===== config.mk =====
export PLATFORM = sky130hd
export DESIGN_NAME = fifo_wr_arbiter
export DESIGN_NICKNAME = d
export VERILOG_FILES = /design/src/rtl/fifo_arb_pkg.sv /design/src/rtl/rr_pick.sv /design/src/rtl/fifo_wr_arbiter.sv
export SDC_FILE = /design/constraint.sdc
export NUM_CORES = 1
export LEC_CHECK = 0
export CORE_ASPECT_RATIO = 0.8
export CORE_MARGIN = 10
export CORE_UTILIZATION = 55
export CTS_BUF_LIST = sky130_fd_sc_hd__clkbuf_4 sky130_fd_sc_hd__clkbuf_8 sky130_fd_sc_hd__clkbuf_16
export DETAILED_ROUTE_END_ITERATION = 12
export DONT_BUFFER_PORTS = 1
export PLACE_DENSITY = 0.71
export SLEW_MARGIN = 20
export SYNTH_ARGS = -nofsm -noshare
export SYNTH_HDL_FRONTEND = slang
export SYNTH_HIERARCHICAL = 1
export SYNTH_SLANG_ARGS = --single-unit
export TNS_END_PERCENT = 100

===== constraint.sdc =====
create_clock -name i_clk -period 6.6 [get_ports i_clk]
set_input_delay 0.33 -clock i_clk [delete_from_list [all_inputs] [get_ports i_clk]]
set_output_delay 0.33 -clock i_clk [all_outputs]
set_load 0.01 [all_outputs]

===== src/rtl/fifo_arb_pkg.sv =====
// fifo_arb_pkg: shared types and helpers for the FIFO write arbiter slice.
//   arb_state_e : arbiter FSM states (idle arbitration / locked burst)
//   idx_w       : index width for an n-entry vector (never below 1 bit)
//   wrap_idx    : (base + off) modulo n for base < n and off <= n
package fifo_arb_pkg;

    typedef enum logic [0:0] {
        ARB_IDLE  = 1'b0,
        ARB_BURST = 1'b1
    } arb_state_e;

    function automatic int unsigned idx_w(input int unsigned n);
        return (n <= 32'd1) ? 32'd1 : $clog2(n);
    endfunction

    // Single conditional subtract is enough because base + off < 2n.
    function automatic int wrap_idx(input int base, input int off, input int n);
        int s;
        s = base + off;
        return (s >= n) ? (s - n) : s;
    endfunction

endpackage


===== src/rtl/rr_pick.sv =====
// rr_pick: combinational rotating-priority encoder.
//   req_i    : request vector
//   rr_ptr_i : last-served index; search starts at rr_ptr_i+1 (mod N)
//   winner_o : index of the first set request found
//   found_o  : at least one request is set
module rr_pick
    import fifo_arb_pkg::*;
#(
    parameter  int unsigned N = 4,
    localparam int unsigned W = idx_w(N)
) (
    input  logic [N-1:0] req_i,
    input  logic [W-1:0] rr_ptr_i,
    output logic [W-1:0] winner_o,
    output logic         found_o
);

    // Walk distances from farthest to nearest so the nearest request wins.
    always_comb begin
        winner_o = '0;
        found_o  = 1'b0;
        for (int i = int'(N); i >= 1; i--) begin
            for (int k = 0; k < int'(N); k++) begin
                if (req_i[k] && (k == wrap_idx(int'(rr_ptr_i), i, int'(N)))) begin
                    winner_o = W'(k);
                    found_o  = 1'b1;
                end
            end
        end
    end

endmodule


===== src/rtl/fifo_wr_arbiter.sv =====
// fifo_wr_arbiter: round-robin arbiter sharing one FIFO write port among
// NUM_REQ valid/ready producers, with burst locking capped at MAX_BURST beats.
//   i_clk, i_rstn  : clock, asynchronous active-low reset
//   i_req_valid    : per-requester beat valid
//   i_req_last     : per-requester final-beat marker
//   i_req_data     : packed data, requester k at [k*DATA_WIDTH +: DATA_WIDTH]
//   o_req_ready    : one-hot-or-zero accept (combinational)
//   i_fifo_full    : FIFO full flag
//   o_fifo_write   : FIFO write strobe (combinational)
//   o_fifo_data    : grant holder's data, zero without a grant (combinational)
//   o_grant_id     : current winner / burst owner, zero without a grant
//   o_busy         : registered burst-lock flag
module fifo_wr_arbiter
    import fifo_arb_pkg::*;
#(
    parameter  int unsigned NUM_REQ    = 4,
    parameter  int unsigned DATA_WIDTH = 32,
    parameter  int unsigned MAX_BURST  = 4,
    localparam int unsigned IDX_W      = idx_w(NUM_REQ),
    localparam int unsigned CNT_W      = idx_w(MAX_BURST + 1)
) (
    input  logic                          i_clk,
    input  logic                          i_rstn,
    input  logic [NUM_REQ-1:0]            i_req_valid,
    input  logic [NUM_REQ-1:0]            i_req_last,
    input  logic [NUM_REQ*DATA_WIDTH-1:0] i_req_data,
    output logic [NUM_REQ-1:0]            o_req_ready,
    input  logic                          i_fifo_full,
    output logic                          o_fifo_write,
    output logic [DATA_WIDTH-1:0]         o_fifo_data,
    output logic [IDX_W-1:0]              o_grant_id,
    output logic                          o_busy
);

    arb_state_e        state_q;
    logic [IDX_W-1:0]  rr_ptr_q;
    logic [IDX_W-1:0]  owner_q;
    logic [CNT_W-1:0]  beat_cnt_q;
    logic              busy_q;

    logic [IDX_W-1:0]      pick_idx;
    logic                  pick_found;
    logic                  grant_valid;
    logic [IDX_W-1:0]      grant;
    logic                  sel_valid;
    logic                  sel_last;
    logic [DATA_WIDTH-1:0] sel_data;
    logic                  xfer;
    logic                  last_eff;
    logic                  burst_end;

    rr_pick #(
        .N (NUM_REQ)
    ) u_pick (
        .req_i    (i_req_valid),
        .rr_ptr_i (rr_ptr_q),
        .winner_o (pick_idx),
        .found_o  (pick_found)
    );

    // Grant selection; gated by reset so outputs go quiet the moment reset asserts.
    always_comb begin
        grant_valid = 1'b0;
        grant       = '0;
        if (state_q == ARB_BURST) begin
            grant_valid = 1'b1;
            grant       = owner_q;
        end else if (pick_found) begin
            grant_valid = 1'b1;
            grant       = pick_idx;
        end
        if (!i_rstn) begin
            grant_valid = 1'b0;
            grant       = '0;
        end
    end

    // Grant-holder mux and per-requester ready.
    always_comb begin
        sel_valid   = 1'b0;
        sel_last    = 1'b0;
        sel_data    = '0;
        o_req_ready = '0;
        for (int k = 0; k < int'(NUM_REQ); k++) begin
            if (grant_valid && (grant == IDX_W'(k))) begin
                sel_valid      = i_req_valid[k];
                sel_last       = i_req_last[k];
                sel_data       = i_req_data[k*int'(DATA_WIDTH) +: DATA_WIDTH];
                o_req_ready[k] = !i_fifo_full;
            end
        end
    end

    assign xfer      = grant_valid && !i_fifo_full && sel_valid;
    assign last_eff  = sel_last || (MAX_BURST == 32'd1);
    assign burst_end = last_eff || ((beat_cnt_q + CNT_W'(1)) == CNT_W'(MAX_BURST));

    assign o_fifo_write = xfer;
    assign o_fifo_data  = sel_data;
    assign o_grant_id   = grant;
    assign o_busy       = busy_q;

    // Arbiter FSM: state, pointer, owner and beat counter move only on a transfer.
    always_ff @(posedge i_clk or negedge i_rstn) begin
        if (!i_rstn) begin
            state_q    <= ARB_IDLE;
            rr_ptr_q   <= IDX_W'(NUM_REQ - 1);
            owner_q    <= '0;
            beat_cnt_q <= '0;
            busy_q     <= 1'b0;
        end else if (xfer) begin
            case (state_q)
                ARB_IDLE: begin
                    if (last_eff) begin
                        rr_ptr_q <= grant;
                    end else begin
                        owner_q    <= grant;
                        beat_cnt_q <= CNT_W'(1);
                        state_q    <= ARB_BURST;
                        busy_q     <= 1'b1;
                    end
                end
                ARB_BURST: begin
                    if (burst_end) begin
                        rr_ptr_q   <= owner_q;
                        beat_cnt_q <= '0;
                        state_q    <= ARB_IDLE;
                        busy_q     <= 1'b0;
                    end else begin
                        beat_cnt_q <= beat_cnt_q + CNT_W'(1);
                    end
                end
                default: begin
                    state_q <= ARB_IDLE;
                    busy_q  <= 1'b0;
                end
            endcase
        end
    end

endmodule


=== Yosys cells after proc, flatten, opt, wreduce, memory -nomap -nowiden ===
Index checks and enable logic that the tools add are counted.

* Output and inout bits: 40
* Register bits after elaboration: 9
* Logic and storage cells: 141
* Bits of input ports: 139

* Equality and inequality tests: 19
* Magnitude comparators: 4
* Reduce and logical (&&, ||, !) cells: 33
* $add $sub $neg: 9
* Bitwise gates (word level): 2
* Muxes and demuxes: 69

{| class="wikitable"
|+ Operator list
! operator !! number
|-
| 3-bit by 32-bit == test with 1-bit output (first input constant) || 8
|-
| 32-bit two-way mux || 8
|-
| 2-bit by 32-bit == test with 1-bit output (first input constant) || 4
|-
| 32-bit by 4-bit >= comparator with 1-bit output (second input constant) || 4
|-
| 32-bit zero test || 4
|-
| 32-bit by 4-bit subtractor with 32-bit output (second input constant) || 3
|-
| 2-bit two-way mux || 19
|-
| 1-bit two-way mux || 36
|-
| 1-bit logical AND || 22
|-
| 3-bit AND reduction || 3
|-
| 2-bit by 2-bit adder with 3-bit output (second input constant) || 2
|-
| 3-bit two-way mux || 2
|-
| 3-bit one-hot mux with 2 select lines || 1
|-
| 4-bit by 3-bit subtractor with 5-bit output (second input constant) || 1
|-
| 2-bit by 3-bit adder with 4-bit output (second input constant) || 1
|-
| 2-bit == test (second input constant) || 2
|-
| 2-bit inequality test (second input constant) || 2
|-
| 1-bit one-hot mux with 2 select lines || 2
|-
| 2-bit one-hot mux with 2 select lines || 1
|-
| 2-bit by 1-bit adder with 3-bit output (second input constant) || 1
|-
| 3-bit by 1-bit adder with 3-bit output (second input constant) || 1
|-
| 3-bit == test (second input constant) || 1
|-
| 2-bit by 1-bit == test with 1-bit output (second input constant) || 1
|-
| 2-bit zero test || 1
|-
| other kinds (5) || 6
|}

=== Logic depth before layout (Yosys ltp) ===
* Depth after elaboration: 33
* Mapped depth: 10
* Depth with buffers taken out: 9

=== By module ===
Netlist, hierarchy kept.

{| class="wikitable"
|+ Modules (own cells, without submodules)
! module !! sequential area each (um2) !! times used !! cells each !! area each (um2)
|-
| fifo_wr_arbiter || 227.7 || 1 || 188 || 1496.4
|-
| rr_pick || 0.0 || 1 || 14 || 77.6
|}

=== Least setup slack after synthesis ===
Ideal clock, no wire load.

* Kind: reg-to-output
* Start point: register rr_ptr_q[0]
* End point: output port o_fifo_data[10]
* Path buffers: 2
* Data arrival time: 2.229 ns
* Slack: 4.041 ns
* Stages on the path, launching flop included: 10
* Data required time: 6.270 ns
* Cell sequence: dfstp_2 -> and2b_1 -> o21ai_1 -> o311ai_1 -> and4bb_1 -> o221a_4 -> clkbuf_1 -> clkbuf_1 -> a22oi_1 -> o21ai_0

* Elaborated cells on any way between the ends: 97
* Those cells by class: 8 x add/sub; 4 x order compare; 15 x eq/ne; 45 x mux; 25 x reduce/logical

{| class="wikitable"
|+ RTL lines
! element !! RTL line !! text
|-
| start: declaration || fifo_wr_arbiter.sv:36 || <nowiki>logic [IDX_W-1:0] rr_ptr_q;</nowiki>
|-
| start signal: assignment || fifo_wr_arbiter.sv:107 || <nowiki>rr_ptr_q <= IDX_W'(NUM_REQ - 1);</nowiki>
|-
| start signal: assignment || fifo_wr_arbiter.sv:115 || <nowiki>rr_ptr_q <= grant;</nowiki>
|-
| start signal: assignment || fifo_wr_arbiter.sv:125 || <nowiki>rr_ptr_q <= owner_q;</nowiki>
|-
| 2-bit by 3-bit adder with 4-bit output || fifo_arb_pkg.sv:19 || <nowiki>s = base + off;</nowiki>
|-
| 32-bit by 4-bit >= comparator with 1-bit output / 4-bit by 3-bit subtractor with 5-bit output (equally long branches) || fifo_arb_pkg.sv:20 || <nowiki>return (s >= n) ? (s - n) : s;</nowiki>
|-
| 32-bit two-way mux || fifo_arb_pkg.sv:20 ||
|-
| 2-bit by 32-bit == test with 1-bit output || rr_pick.sv:24 || <nowiki>if (req_i[k] && (k == wrap_idx(int'(rr_ptr_i), i, int'(N)))) begin</nowiki>
|-
| 1-bit logical AND || rr_pick.sv:24 ||
|-
| 1-bit two-way mux || rr_pick.sv:24 ||
|-
| 2-bit two-way mux (13 in a row) || rr_pick.sv:24 ||
|-
| 2-bit two-way mux * || rr_pick.sv:24 ||
|-
| net pick_idx[0] || fifo_wr_arbiter.sv:41 || <nowiki>logic [IDX_W-1:0] pick_idx;</nowiki>
|-
| 2-bit two-way mux * || fifo_wr_arbiter.sv:68 || <nowiki>end else if (pick_found) begin</nowiki>
|-
| 2-bit two-way mux * || fifo_wr_arbiter.sv:65 || <nowiki>if (state_q == ARB_BURST) begin</nowiki>
|-
| 2-bit two-way mux * || fifo_wr_arbiter.sv:72 || <nowiki>if (!i_rstn) begin</nowiki>
|-
| 2-bit zero test || fifo_wr_arbiter.sv:85 || <nowiki>if (grant_valid && (grant == IDX_W'(k))) begin</nowiki>
|-
| 1-bit logical AND || fifo_wr_arbiter.sv:85 ||
|-
| 32-bit two-way mux (3 in a row) || fifo_wr_arbiter.sv:85 ||
|-
| 32-bit two-way mux * || fifo_wr_arbiter.sv:85 ||
|-
| end: declaration || fifo_wr_arbiter.sv:30 || <nowiki>output logic [DATA_WIDTH-1:0] o_fifo_data,</nowiki>
|}

Mark *: on every way through the listed nets, which the timed path passes. The rest lies on a longest branch.

=== Worst setup path in the final report ===
* Start point: register rr_ptr_q[0]
* End point: register rr_ptr_q[0]

* Elaborated cells on any way between the ends: 109
* Those cells by class: 8 x add/sub; 4 x order compare; 17 x eq/ne; 51 x mux; 29 x reduce/logical

{| class="wikitable"
|+ RTL lines
! element !! RTL line !! text
|-
| 2-bit by 3-bit adder with 4-bit output || fifo_arb_pkg.sv:19 ||
|-
| 32-bit by 4-bit >= comparator with 1-bit output / 4-bit by 3-bit subtractor with 5-bit output (equally long branches) || fifo_arb_pkg.sv:20 ||
|-
| 32-bit two-way mux || fifo_arb_pkg.sv:20 ||
|-
| 2-bit by 32-bit == test with 1-bit output || rr_pick.sv:24 ||
|-
| 1-bit logical AND || rr_pick.sv:24 ||
|-
| 1-bit two-way mux || rr_pick.sv:24 ||
|-
| 2-bit two-way mux (13 in a row) || rr_pick.sv:24 ||
|-
| 2-bit two-way mux * || rr_pick.sv:24 ||
|-
| net pick_idx[0] || fifo_wr_arbiter.sv:41 ||
|-
| [... 2 more ...] || n/a ||
|-
| 2-bit two-way mux * || fifo_wr_arbiter.sv:72 ||
|-
| 2-bit zero test || fifo_wr_arbiter.sv:85 ||
|-
| 1-bit logical AND || fifo_wr_arbiter.sv:85 ||
|-
| 1-bit two-way mux (3 in a row) || fifo_wr_arbiter.sv:85 ||
|-
| 1-bit two-way mux * || fifo_wr_arbiter.sv:85 ||
|-
| 1-bit logical AND * || fifo_wr_arbiter.sv:94 || <nowiki>assign xfer = grant_valid && !i_fifo_full && sel_valid;</nowiki>
|-
| net o_fifo_write || fifo_wr_arbiter.sv:29 || <nowiki>output logic o_fifo_write,</nowiki>
|-
| 3-bit AND reduction (no source line) * || n/a ||
|}

Mark *: on every way through the listed nets, which the timed path passes. The rest lies on a longest branch. The select of a mux whose other input is x is not followed.
A chain may end at the register's enable or synchronous reset.

==> metrics <==
Starting DRT DRC Count 180; Clk pwr share 7.7%; worst hold stages 2; hold path start i_fifo_full; DRC viols 0; internal power 264.1 uW; clock sinks 9; RSZ-0062 raised after global routing no; slew margin rel. 31.99%; worst-margin pin slew 1.020 ns; Async SR Flop Fraction 100.0%; Avg Cell Area, Syn 7.792 um^2; register bit total from synthesis 9; initial antenna violation count 0; buffers added on ports 0; P_leak 0.0005122 uW; cells after synthesis 202; post-DP HPWL 5.746 mm; status complete, no violations; multi-input logic area 0.001251 mm^2; final setup fails 0; Nets 330; routed len/inst 31.21 um; CTS Root Cell clkbuf_4; Initial Util 57.36%; Gates resized, CTS repair 0; synth unique cells 46; number of synthesis warnings 6; Crit Path Class reg -> reg; H-tree depth 1; FF-to-FF path depth 9; Final min period 3.592 ns; TritonCTS clock tree built; die width 79.81 um; sequential share of power 18.0%; EDFF count, synth 0; grt ovf 0; Final Util 57.50%; CTS Hold Bufs 1; Final Hold Fails 0; die area 0.005415 mm^2; switch share 57.43%; Final GP Congestion 0.8934; clock skew 0.003933 ns; n_diodes 0; Comb power frac 74.3%; Initial DRT Pass Iterations 5; flop-to-flop setup slack 3.01 ns; crit path DAT 3.78 ns; Post-CTS Setup Inserts 0; Area Overhead vs Synth 0.2382%; Psw 356.4 uW; Max-cap violations 0; Core ar. 0.002744 mm^2; Peak supply drop 0.1894 mV; Post-DRT Antenna Nets 0; Critical Path Start Type flop; PD cells 393.3 mW/mm^2; filler instances 272; drt total wl 7.053 mm; vias per inst 8.168; die span in y 67.85 um; CP Max Fanout 67; reg-to-reg endpoint rr_ptr_q[0]$_DFFE_PN1P_; Max Root-Sink Buffers 2; std cell rows 17; Worst Path Required 6.79 ns; vias post-DR 1846; Final Cycle Share 54.43%; Ports 179; Reg clk slew, reported paths 0.07 ns; CP Capture Type flop; worst-skew pair later-pin latency 0.26 ns; vias in the first global route 1717; share of cells above drive strength 1 11.70%; Slew Limit Fails 0; worst hold path type in -> reg; TritonCTS buffer count 3; maximum clock rate 278.4 MHz; Cell Area, Synth 0.001574 mm^2; ys flop type dfrtp_1; FF-to-FF Start rr_ptr_q[0]$_DFFE_PN1P_; Setup TNS Final 0 ns; largest net degree at the start of global routing 68; first-pass GRT wire length 9.922 mm; syn nets 343; Register Area 227.7 um^2; gr usage total 22.77%; Seq/Total Area, Yosys 14.47%; Hold Path Sink state_q$_DFFE_PN0P_
[logic make-up after synthesis]
kind of cell / Yosys count / synth area share, %
AO/OA/AOI/OAI: 124 / 56.68
multiplexers: 4 / 3.816
flip-flops: 9 / 14.47
buffers and inverters: 21 / 6.518
adder cells (fa/ha/maj): 2 / 1.590
AND/OR/NAND/NOR: 42 / 16.93
[per-stage QoR]
step                setup slack, ns  area, um^2  hold slack [ns]  std cells  power [uW]
finish                        3.008        1578           0.3294        226       620.5
global route                  2.769        1578           0.3241        226       678.6
CTS                           3.003        1573           0.3265        226       618.4
detailed placement            3.015        1533          0.03503        221       566.2
global placement              3.125        1533          0.03501        221       552.3
floorplan                     4.041        1574          0.03441        202       491.5
[worst max-delay path: stages (launching register included)]
cell	delay (ns)
dfstp_2	0.54
and2b_1	0.19
o21ai_1	0.13
o311ai_1	0.15
and4bb_1	0.33
o221a_4	0.59
nand2_2	0.14
a2111oi_4	0.80
a21bo_2	0.34
mux2_4	0.30
[cell type report]
class                   count  share of cell area [%]
clock buffers               4                   1.903
multi-input cells         172                   79.30
repair buffers              2                   1.110
well taps                  38                   3.013
inverters                   1                  0.2379
flip-flops and latches      9                   14.43
[synthesized netlist by cell type (2+ instances only)]
master,number,area share [%]
a32o_1,2,1.3
o21ai_0,34,11
o22ai_1,2,0.79
a21oi_1,4,1.3
clkbuf_1,16,3.8
mux2_4,4,3.8
a22oi_1,64,31
dfrtp_1,7,11
nand3_1,3,0.95
nor2b_1,9,3.6
a21o_1,3,1.4
ha_1,2,1.6
nand2b_1,3,1.2
buf_6,3,2.1
o21ai_1,2,0.64
nor2_1,7,1.7
dfstp_2,2,3.3
nand3b_1,2,0.95
nand2_1,6,1.4
[worst max path at each step]
stage,start,to,slack (ns),cells past startpoint
after global routing,rr_ptr_q[0]$_DFFE_PN1P_,rr_ptr_q[1]$_DFFE_PN1P_,2.77,9
after floorplan,rr_ptr_q[0]$_DFFE_PN1P_,o_fifo_data[10],4.04,9
after CTS,rr_ptr_q[0]$_DFFE_PN1P_,rr_ptr_q[0]$_DFFE_PN1P_,3.00,9
final,rr_ptr_q[0]$_DFFE_PN1P_,rr_ptr_q[0]$_DFFE_PN1P_,3.01,9
after global placement,rr_ptr_q[0]$_DFFE_PN1P_,rr_ptr_q[0]$_DFFE_PN1P_,3.13,9
after detailed placement,rr_ptr_q[0]$_DFFE_PN1P_,rr_ptr_q[0]$_DFFE_PN1P_,3.02,9
[flip-flops by register name, indices dropped and copies added, names as in the netlist]
| register | cells |
|---|---|
| beat_cnt_q | 3 |
| owner_q | 2 |
| rr_ptr_q | 2 |
| o_busy | 1 |
| state_q | 1 |
[layer usage]
layer	track usage [%]	wire length, um
met5	0	0
met4	7.237	199
met3	9.555	905
met2	36.59	3410
met1	27.25	2537
[power by group through the flow]
stage                     clock, uW  combinational [uW]  sequential, uW
after CTS                      49.4                 458             111
after floorplan                   0                 395            96.3
final                          47.7                 461             112
after global placement            0                 442             111
after detailed placement          0                 454             112
after global routing           52.6                 509             117
[cell usage in the layout, fill, tap and decap left out, drive strengths merged, types with 3 or more instances in the layout]
cell | synthesis | routed
a21oi | 4 | 4
nor2 | 7 | 7
nand2 | 7 | 7
o21ai | 37 | 37
dfrtp | 7 | 7
nand3b | 3 | 3
a22oi | 66 | 66
nand2b | 3 | 3
a21o | 3 | 3
nand3 | 3 | 3
clkbuf | 16 | 4
mux2 | 4 | 4
nor2b | 9 | 9
Power figures use the tool's default switching activity.
